**config.mk**
```make
export PLATFORM = sky130hd
export DESIGN_NAME = sm83_irq_ctl
export DESIGN_NICKNAME = d
export VERILOG_FILES = /design/src/rtl/sm83_irq_ctl.sv
export SDC_FILE = /design/constraint.sdc
export NUM_CORES = 1
export LEC_CHECK = 0
export CAP_MARGIN = 20
export CORE_ASPECT_RATIO = 2
export CORE_UTILIZATION = 38
export CTS_BUF_LIST = sky130_fd_sc_hd__clkbuf_2
export CTS_CLUSTER_DIAMETER = 200
export DETAILED_ROUTE_END_ITERATION = 6
export PLACE_DENSITY = 0.77
export RECOVER_POWER = 25
export REMOVE_ABC_BUFFERS = 1
export SLEW_MARGIN = 20
export SYNTH_ARGS = -nofsm -noshare
export SYNTH_HDL_FRONTEND = slang
export SYNTH_SLANG_ARGS = --single-unit
```
**constraint.sdc**
```tcl
create_clock -name clk -period 1.6 [get_ports clk]
set_clock_uncertainty 0.15 [all_clocks]
set_input_delay 0.32 -clock clk [delete_from_list [all_inputs] [get_ports clk]]
set_output_delay 0.32 -clock clk [all_outputs]
set_load 0.005 [all_outputs]
```
**src/rtl/sm83_irq_ctl.sv**
```systemverilog
// sm83_irq_ctl: parametrised interrupt controller for the sm83 core.
// Owns IME and the delayed-EI counter, arbitrates NUM_IRQS level requests
// by fixed priority (bit 0 highest), and sequences HALT, wake and dispatch
// towards sm83_control. All outputs are registered.
module sm83_irq_ctl #(
  parameter int unsigned NUM_IRQS   = 8,
  parameter int unsigned ADR_WIDTH  = 16,
  parameter int unsigned VEC_BASE   = 'h40,
  parameter int unsigned VEC_STRIDE = 8,
  parameter int unsigned EI_DELAY   = 1
) (
  input  logic                 clk,
  input  logic                 reset,
  input  logic [NUM_IRQS-1:0]  irq,
  input  logic [NUM_IRQS-1:0]  ie,
  input  logic                 insn_end,
  input  logic                 ctl_ei,
  input  logic                 ctl_di,
  input  logic                 ctl_reti,
  input  logic                 ctl_halt,
  input  logic                 ctl_ack,
  output logic                 int_req,
  output logic [ADR_WIDTH-1:0] vector,
  output logic [NUM_IRQS-1:0]  iack,
  output logic                 halted,
  output logic                 halt_bug,
  output logic                 ime
);

  // Index width of the priority encoder; a single line still needs one bit.
  localparam int unsigned SEL_W = (NUM_IRQS > 1) ? $clog2(NUM_IRQS) : 1;

  // EI_DELAY is at most 3, so a 2-bit counter covers every legal setting.
  localparam logic [1:0] EI_INIT = 2'(EI_DELAY);

  typedef enum logic [1:0] {
    ST_RUN      = 2'd0,
    ST_HALT     = 2'd1,
    ST_DISPATCH = 2'd2
  } state_t;

  state_t               state;
  logic [1:0]           ei_cnt;
  logic [NUM_IRQS-1:0]  pend;
  logic                 any_pend;
  logic [SEL_W-1:0]     sel;
  logic [NUM_IRQS-1:0]  sel_onehot;

  // Vector of line idx; arithmetic is done at ADR_WIDTH so it wraps naturally.
  function automatic logic [ADR_WIDTH-1:0] vec_of(input logic [SEL_W-1:0] idx);
    return ADR_WIDTH'(VEC_BASE) + ADR_WIDTH'(idx) * ADR_WIDTH'(VEC_STRIDE);
  endfunction

  assign pend     = irq & ie;
  assign any_pend = |pend;

  // Fixed-priority encoder: scanning downwards lets the lowest set index win.
  always_comb begin
    // NOTE: every always_comb output gets a default first so no path can
    // leave it unassigned, which would otherwise infer a latch.
    sel = '0;
    for (int i = NUM_IRQS - 1; i >= 0; i--) begin
      if (pend[i]) sel = SEL_W'(i);
    end
  end

  // One-hot acknowledge pattern for the winning line.
  assign sel_onehot = NUM_IRQS'(1) << sel;

  // IME / EI counter bookkeeping plus the RUN / HALT / DISPATCH sequencer.
  always_ff @(posedge clk) begin
    // NOTE: state is assigned with <= so every read in this block sees the
    // value from before the edge; that is what lets the dispatch check use
    // the old IME while the IME update lands in the same cycle.
    if (reset) begin
      // NOTE: only control state lives here, no memories, so everything is
      // reset and outputs come up at a known 0.
      state    <= ST_RUN;
      ei_cnt   <= 2'd0;
      ime      <= 1'b0;
      int_req  <= 1'b0;
      vector   <= '0;
      iack     <= '0;
      halted   <= 1'b0;
      halt_bug <= 1'b0;
    end else begin
      // Single-cycle pulses fall back to 0 unless set below.
      iack     <= '0;
      halt_bug <= 1'b0;

      // IME sources. DI dominates EI and RETI. The EI that arrives with the
      // last T-cycle of its own instruction reloads the count, so that
      // instruction's boundary never counts towards the delay.
      if (ctl_di) begin
        ime    <= 1'b0;
        ei_cnt <= 2'd0;
      end else if (ctl_reti) begin
        ime    <= 1'b1;
        ei_cnt <= 2'd0;
      end else if (ctl_ei) begin
        ei_cnt <= EI_INIT;
        if (EI_DELAY == 0) ime <= 1'b1;
      end else if (insn_end && (state != ST_HALT) && (ei_cnt != 2'd0)) begin
        ei_cnt <= ei_cnt - 2'd1;
        if (ei_cnt == 2'd1) ime <= 1'b1;
      end

      // Sequencer. Entering DISPATCH overrides the IME update above.
      case (state)
        ST_RUN: begin
          if (insn_end && ime && any_pend) begin
            state   <= ST_DISPATCH;
            int_req <= 1'b1;
            ime     <= 1'b0;
            ei_cnt  <= 2'd0;
          end else if (ctl_halt) begin
            if (!ime && any_pend) begin
              // HALT cannot be entered; the core replays the next byte.
              halt_bug <= 1'b1;
            end else begin
              state  <= ST_HALT;
              halted <= 1'b1;
            end
          end
        end

        ST_HALT: begin
          // Instruction boundaries are meaningless while halted; only a
          // pending request ends the halt.
          if (any_pend) begin
            halted <= 1'b0;
            if (ime) begin
              state   <= ST_DISPATCH;
              int_req <= 1'b1;
              ime     <= 1'b0;
              ei_cnt  <= 2'd0;
            end else begin
              state <= ST_RUN;
            end
          end
        end

        ST_DISPATCH: begin
          // pend is live here: a request withdrawn before the vector-latch
          // cycle yields vector 0 and no acknowledge.
          if (ctl_ack) begin
            state   <= ST_RUN;
            int_req <= 1'b0;
            if (any_pend) begin
              vector <= vec_of(sel);
              iack   <= sel_onehot;
            end else begin
              vector <= '0;
              iack   <= '0;
            end
          end
        end

        default: begin
          state   <= ST_RUN;
          int_req <= 1'b0;
          halted  <= 1'b0;
        end
      endcase
    end
  end

endmodule

```
* Word-level counts from Yosys, hierarchy flattened *
Cells that the tools add are included.

storage, ports and cells
  bits in registers = 32
  bits of input ports = 24
  output and inout port bits = 28
  logic and storage cells = 89

operators by class
  $add $sub $neg = 2
  equal/unequal tests = 13
  shift operators = 1
  muxes and demuxes = 44
  bitwise logic cells = 6
  reductions and logical operators = 15

operators with widths
  kind                                                   number
  two-way mux 2 bit                                      13
  two-way mux 3 bit                                      8
  two-way mux 1 bit                                      17
  inequality test 2 bit, second input constant           7
  adder 7 x 6 -> 8 bit, first input constant             1
  bitwise AND 8 bit                                      1
  two-way mux 8 bit                                      1
  AND reduction 4 bit                                    2
  OR reduction 4 bit                                     2
  OR reduction 8 bit                                     1
  left shift 1 x 3 -> 8 bit, first input constant        1
  inequality test 3 bit, second input constant           2
  one-hot mux 1 bit (3 select lines)                     2
  one-hot mux 2 bit (3 select lines)                     1
  logical AND 1 bit                                      5
  inverter 1 bit                                         5
  AND reduction 5 bit                                    1
  == test 2 x 1 -> 1 bit, second input constant          2
  one-hot mux 2 bit (2 select lines)                     1
  == test 2 bit, second input constant                   1
  zero test 2 bit                                        1
  inequality test 2 x 1 -> 1 bit, second input constant  1
  one-hot mux 1 bit (2 select lines)                     1
  AND reduction 2 bit                                    1
  other kinds (3)                                        3

* Logic depth before layout (Yosys ltp) *
Gate-level depths: netlist of run 1.

  word-level depth = 11
  depth in mapped cells = 5
  depth with buffers taken out = 5

* Least setup slack after synthesis of run 1 *
OpenSTA, ideal clock, no wires.

  path type = register to register
  start point = reg ei_cnt[0]
  end point = reg ei_cnt[1]
  setup time = 0.088 ns
  arrival = 1.268 ns
  data required time = 1.362 ns
  path slack = 0.094 ns
  cell stages (with the launch flop) = 6
  path buffers = 0
  clock period less this slack = 1.506 ns
  cells stage by stage = dfxtp_1 > inv_1 > ha_1 > a211oi_4 > mux2_2 > nor4_2

between the ends
  longest elaborated chain between the ends = 9
  elaborated cells on any way between the ends = 11
  classes of those cells = 1 x add/sub; 8 x mux; 2 x reduce/logical

RTL lines
  what                                                                               RTL line  RTL
  start: declaration                                                                 43        logic [1:0] ei_cnt;
  start signal: assignment                                                           104       ei_cnt <= ei_cnt - 2'd1;
  parallel branches: the longest is 2 deep, another holds subtractor 2 x 1 -> 2 bit  -
  two-way mux 2 bit (*)                                                              103       end else if (insn_end && (state != ST_HALT) && (ei_cnt != 2'd0)) begin
  two-way mux 2 bit (*)                                                              100       end else if (ctl_ei) begin
  two-way mux 2 bit (*)                                                              97        end else if (ctl_reti) begin
  two-way mux 2 bit (*)                                                              94        if (ctl_di) begin
  two-way mux 2 bit                                                                  132       if (ime) begin
  two-way mux 2 bit                                                                  130       if (any_pend) begin
  one-hot mux 2 bit (2 select lines) (*)                                             109       case (state)

Every way passes the cells marked *.
A chain may end at the register's enable or synchronous reset.

* Final worst setup path of run 1 *
  start point = in irq[3]
  end point = reg ei_cnt[1]

between the ends
  longest elaborated chain between the ends = 5
  elaborated cells on any way between the ends = 6
  classes of those cells = 3 x mux; 1 x bitwise; 2 x reduce/logical

RTL lines
  what                                    RTL line  RTL
  start: declaration                      14        input logic [NUM_IRQS-1:0] irq,
  bitwise AND 8 bit (*)                   54        assign pend = irq & ie;
  OR reduction 8 bit (*)                  55        assign any_pend = |pend;
  logical AND 1 bit                       111       if (insn_end && ime && any_pend) begin
  two-way mux 2 bit                       111
  one-hot mux 2 bit (2 select lines) (*)  109

Every way passes the cells marked *; elsewhere a longest branch is shown, timed or not.

==> results of run 1 <==
[metal layers]
metal,vias to the layer above,wire length [um]
met5,-,0
met4,0,17
met3,2,122
met2,38,1920
met1,487,937
li1,538,-
[critical path, cell delays in order]
cell             delay [ns]
clkdlybuf4s50_1        0.49
a22oi_4                0.25
nand4_4                0.14
nor4bb_4               0.19
nor4_2                 0.25
[logic make-up (layout without fill, tap and decap cells)]
logic type,Yosys count,count (layout),share of synthesized area
AO/OA/AOI/OAI,26,26,0.219
XOR/XNOR,1,1,0.00770
adder cells (fa/ha/maj),2,2,0.0220
buffers and inverters,20,76,0.118
flip-flops,20,20,0.352
multiplexers,2,2,0.0187
other,1,12,0.00330
AND/OR/NAND/NOR,45,45,0.260
[power breakdown]
| group | total [mW] | internal (mW) | switching [mW] | leakage, nW |
|---|---|---|---|---|
| Sequential | 0.515 | 0.508 | 0.00675 | 0.167 |
| Clock | 0.203 | 0.0544 | 0.149 | 0.0140 |
| Combinational | 0.259 | 0.146 | 0.114 | 0.625 |
| Total | 0.978 | 0.708 | 0.269 | 0.806 |
[repair_timing]
| item | 4_1_cts | 5_1_grt |
|---|---|---|
| endpoints found under the hold margin | 0 | 0 |
| gates resized for setup | 27 | 6 |
| pin swaps | 1 | 3 |
| setup buffers | 3 | 1 |
| setup endpoints to repair | 17 | 2 |
[flip-flops by register name, indices dropped and copies added (netlist names)]
register	cells
ei_cnt	2
halt_bug	1
halted	1
iack	8
ime	1
int_req	1
state	2
vector	4
[Yosys cell counts, types with 2 or more instances]
cell type,count,area [um^2]
ha_1,2,25.0
nand3b_1,3,22.5
or3_1,2,12.5
buf_4,13,97.6
inv_1,4,15.0
nor4_1,2,12.5
o21ai_0,4,20.0
nand3_1,2,10.0
dfxtp_1,20,400
nor3_1,2,10.0
a21oi_1,7,35.0
a22oi_4,3,63.8
nor2_1,8,30.0
and2_2,2,15.0
nand2_1,13,48.8
[layout make-up]
class	count	area, um^2	share of cell area
Tap cell	29	36.3	0.0208
Sequential cell	20	414	0.237
Clock inverter	1	3.75	0.00215
Multi-Input combinational cell	88	663	0.380
Inverter	5	21.3	0.0122
Clock buffer	3	15.0	0.00860
Timing Repair Buffer	67	593	0.340
[path summary, 6_finish.rpt]
| check | startpoint | to | cells after the start |
|---|---|---|---|
| min reg2reg | vector[4] | vector[4] | 2 |
| min | vector[4] | vector[4] | 2 |
| max reg2reg | ei_cnt[0] | ei_cnt[0] | 7 |
| max | irq[3] | ei_cnt[1] | 5 |
[through the flow]
stage	cell area [um^2]	setup WS, ns	power (mW)	cells
after floorplan	1070	0.0117	0.620	113
after global placement	1690	-0.282	0.771	205
after detailed placement	1690	-0.309	0.778	205
after CTS	1720	0.0217	0.982	212
after global routing	1750	-0.0207	1.03	213
final	1750	0.0429	0.978	213
==> out/metrics.cfg, run 1 <==
[status]
outcome = complete, no violations

[synthesis]
netlist_instances = 117
synth_edf_count = 0
ys_seq_area_frac = 0.352
avgSynthCellArea_um2 = 9.72
async_flop_share = 0
ys.flop_type = dfxtp_1
ys_types = 45
synth_area_mm2 = 0.00114
ys.warnings.count = 0
synth_seq_cells = 20

[routing]
vias = 1065
routedWlPerCell_um = 14.1
ant_nets = 0
post-route-drc-count = 0
routed_wl_um = 3000
drt_first_pass_iters = 4
drt-vias-per-instance = 5.00
drt_iter0_markers = 20

[layout]
num-nets-final = 211
area_growth_pct = 53.6
num_antenna_cells = 0
utilization = 0.623
mostFrequentLayoutCell = buf_4
mostFrequentLayoutCells = buf_4, clkdlybuf4s50_1, dlygate4sd2_1
nFillCells = 261
final_layout_size_suffix_gt1_frac = 0.342

[power]
ir_drop_v = 0.000331
leakagePower_nw = 0.806
powerDensity_mw_per_mm2 = 560

[setup_path]
end_kind = flop
rrSetupSlack_ns = 0.06
worstPathMaxFanout = 3
startpoint_type = input port
critPathArrivalTime_ns = 1.64
critical_path_class = in -> reg
required_ns = 1.69

[grt]
grt-ovfl-total = 0
grt_usage = 0.200
met2_usage = 0.413
grt_max_degree = 12
grt_pass1_wl_um = 4450
grt_busiest_layer = met2
antenna_found_initial = 0
grt_util_met3 = 0.0167
grt_pass1_vias = 1119
gr-usage-met1 = 0.158

[die]
coreArea_mm2 = 0.00280
die-area_mm2 = 0.00323
rows = 27
ios = 52
die_h_um = 79.4
initial_core_util = 0.406
die_w_um = 40.7

[placement]
place_congestion = 0.707
dp_hpwl_um = 2370
port_buffers = 39

[timing]
finalMaxSlewViolations = 0
setup_tns_ns = 0
setup_viol = 0
period_needed_ns = 1.56
fin_hold_ws_ns = 0.316
rsz0062_at_grt = yes
fin_crit_sh = 0.973
finalHoldViolCount = 0
fmax_ghz = 0.642

[clocking]
clkSlewWorstSetupHoldPaths_ns = 0.19
max-clock-path-buffers = 2
cts_inserted_buffers = 3
cts_num_sinks = 20
cts_tree = done
cts-root-buf = clkbuf_2
ctsHoldBuffers = 0
clk-insertion-delay-late_ns = 0.31
htreeDepth = 1

[job]
drv_cap = 0

[min_path]
hold_path.class = reg -> reg

Note: power is estimated with default switching activity, not from simulation.
==> inputs of run 2 (changes only) <==
Settings changed: SETUP_SLACK_MARGIN set to 0.05.
==> run 2 against run 1 <==
Clock power about the same. Final cell count grew 0.47%. Non-clock buffer count grew 1. First-iteration DRC count is 30% lower. Fmax decreased by 0.80%. Sequential power about the same. Combinational power rose by 2%. Critical endpoint is now iack[4].
==> out/metrics.cfg, run 2 (synthesis gave the netlist of run 1 again) <==
[layout]
regMostFlops = iack
utilization = 0.631  ; +0.00848
largestRegisters = iack x8, vector x4
mostFrequentLayoutCell = buf_4
seq_area_um2 = 417  ; +0.60%
area_growth_pct = 55.7
num_antenna_cells = 0  ; unchanged
mostFrequentLayoutCells = buf_4, clkdlybuf4s50_1, dlygate4sd2_1
nFillCells = 256  ; -1.9%
largest_reg_flops = 8  ; unchanged
num-nets-final = 212  ; +0.47%
multi_input_area_um2 = 671  ; +1.1%
final_layout_size_suffix_gt1_frac = 0.368  ; +0.0252

[placement]
port_buffers = 39  ; unchanged
place_congestion = 0.707  ; unchanged
dp_hpwl_um = 2370  ; unchanged

[timing]
setup_viol = 0  ; unchanged
rsz0062_at_grt = yes
finalMaxSlewViolations = 0  ; unchanged
fmax_ghz = 0.637  ; -0.80%
fin_crit_sh = 0.981  ; +0.00786
period_needed_ns = 1.57  ; +0.0126 ns
fin_hold_ws_ns = 0.314  ; -0.00217 ns
finalHoldViolCount = 0  ; unchanged

[grt]
grt-ovfl-total = 0  ; unchanged
grt_usage = 0.200  ; unchanged
grt_pass1_wl_um = 4450  ; unchanged
grt_max_degree = 12  ; unchanged
antenna_found_initial = 0  ; unchanged
grt_pass1_vias = 1123  ; +0.36%

[clocking]
clkSlewWorstSetupHoldPaths_ns = 0.19  ; about the same
cts_num_sinks = 20  ; unchanged
clk-insertion-delay-late_ns = 0.31  ; about the same
cts_tree = done
cts-root-buf = clkbuf_2
cts_inserted_buffers = 3  ; unchanged
htreeDepth = 1  ; unchanged
max-clock-path-buffers = 2  ; unchanged

[routing]
post-route-drc-count = 0  ; unchanged
drt_iter0_markers = 14  ; -30%
ant_nets = 0  ; unchanged
drt_first_pass_iters = 4  ; unchanged
routedWlPerCell_um = 14.0  ; -0.17%
drt-vias-per-instance = 5.00  ; unchanged
vias = 1070  ; +0.47%
routed_wl_um = 3000  ; +0.30%

[die]
rows = 27  ; unchanged
coreArea_mm2 = 0.00280  ; unchanged
die_h_um = 79.4  ; unchanged
initial_core_util = 0.406  ; unchanged
die-area_mm2 = 0.00323  ; unchanged
ios = 52  ; unchanged
die_w_um = 40.7  ; unchanged

[setup_path]
critPathArrivalTime_ns = 1.66  ; +0.02 ns
startpoint_type = input port
end_kind = flop
worstPathMaxFanout = 3  ; unchanged
critical_path_class = in -> reg
required_ns = 1.69  ; about the same

[min_path]
hold_path.class = reg -> reg

[power]
leakagePower_nw = 0.823  ; +2.1%
ir_drop_v = 0.000337  ; +1.7%
powerDensity_mw_per_mm2 = 556  ; -0.59%

[status]
outcome = complete, no violations

[job]
drv_cap = 0  ; unchanged

[run 2: cell types whose count changed in the layout (fill, tap and decap cells not counted)]
cell,delta
a32oi_1,-1
a32oi_2,+1
buf_6,+1
clkdlybuf4s50_1,-2
dfxtp_1,-2
dfxtp_2,+2
dlygate4sd3_1,+1
dlymetal6s2s_1,+1
inv_1,-1
inv_2,+1
[run 2: area by class of cell]
| cell class | instances | area share |
|---|---|---|
| Tap cell | 29 | 0.0205 |
| Multi-Input combinational cell | 88 | 0.379 |
| Timing Repair Buffer | 68 | 0.343 |
| Clock inverter | 1 | 0.00212 |
| Inverter | 5 | 0.0120 |
| Clock buffer | 3 | 0.00848 |
| Sequential cell | 20 | 0.235 |
[run 2: what timing repair did]
action,4_1_cts,5_1_grt
setup buffers,3,2
gates resized for setup,29,10
setup endpoints to repair,18,6
hold buffers,0,0
pin swaps,1,6
[run 2: report_power, final]
group	switching (mW)	internal, mW	leakage, nW
logic	0.116	0.149	0.641
clock network	0.150	0.0543	0.0140
registers	0.00677	0.509	0.168
[run 2: per-layer routing]
metal	vias to the layer above	track usage	wire length [um]
met5	-	0	0
met2	34	0.413	1940
met1	495	0.158	937
met4	0	0.0833	17
met3	2	0.0167	113
li1	539	-	-
[run 2: worst max-delay path, stage by stage]
cell and delay, ns:
dlygate4sd3_1 0.61, nand3b_4 0.09, nor2_1 0.19, nand4_1 0.18, a211oi_1 0.27
[run 2: metrics by stage]
stage | setup TNS (ns) | setup WS [ns] | std cells | total power [mW] | area, um^2
6_report | 0 | 0.0303 | 214 | 0.985 | 1770
2_1_floorplan | 0 | 0.0117 | 113 | 0.620 | 1070
3_5_place_dp | -3.97 | -0.309 | 205 | 0.778 | 1690
4_1_cts | 0 | 0.0296 | 212 | 0.983 | 1720
5_1_grt | -0.0271 | -0.0221 | 214 | 1.04 | 1770
3_3_place_gp | -3.39 | -0.282 | 205 | 0.771 | 1690
[run 2: worst paths after layout]
check / from / to / slack (ns) / cells past startpoint
worst max-delay path: ctl_ack / iack[4] / 0.03 / 5
worst min-delay path: vector[5] / vector[5] / 0.31 / 2
worst max register to register: ei_cnt[1] / ei_cnt[0] / 0.06 / 7
worst min register to register: vector[5] / vector[5] / 0.31 / 2
==> inputs of run 3 (changes only) <==
Settings changed: SLEW_MARGIN 20 to 10.
==> results of run 3 <==
Same layout as run 2: the final DEF is identical, and so are final timing and power.
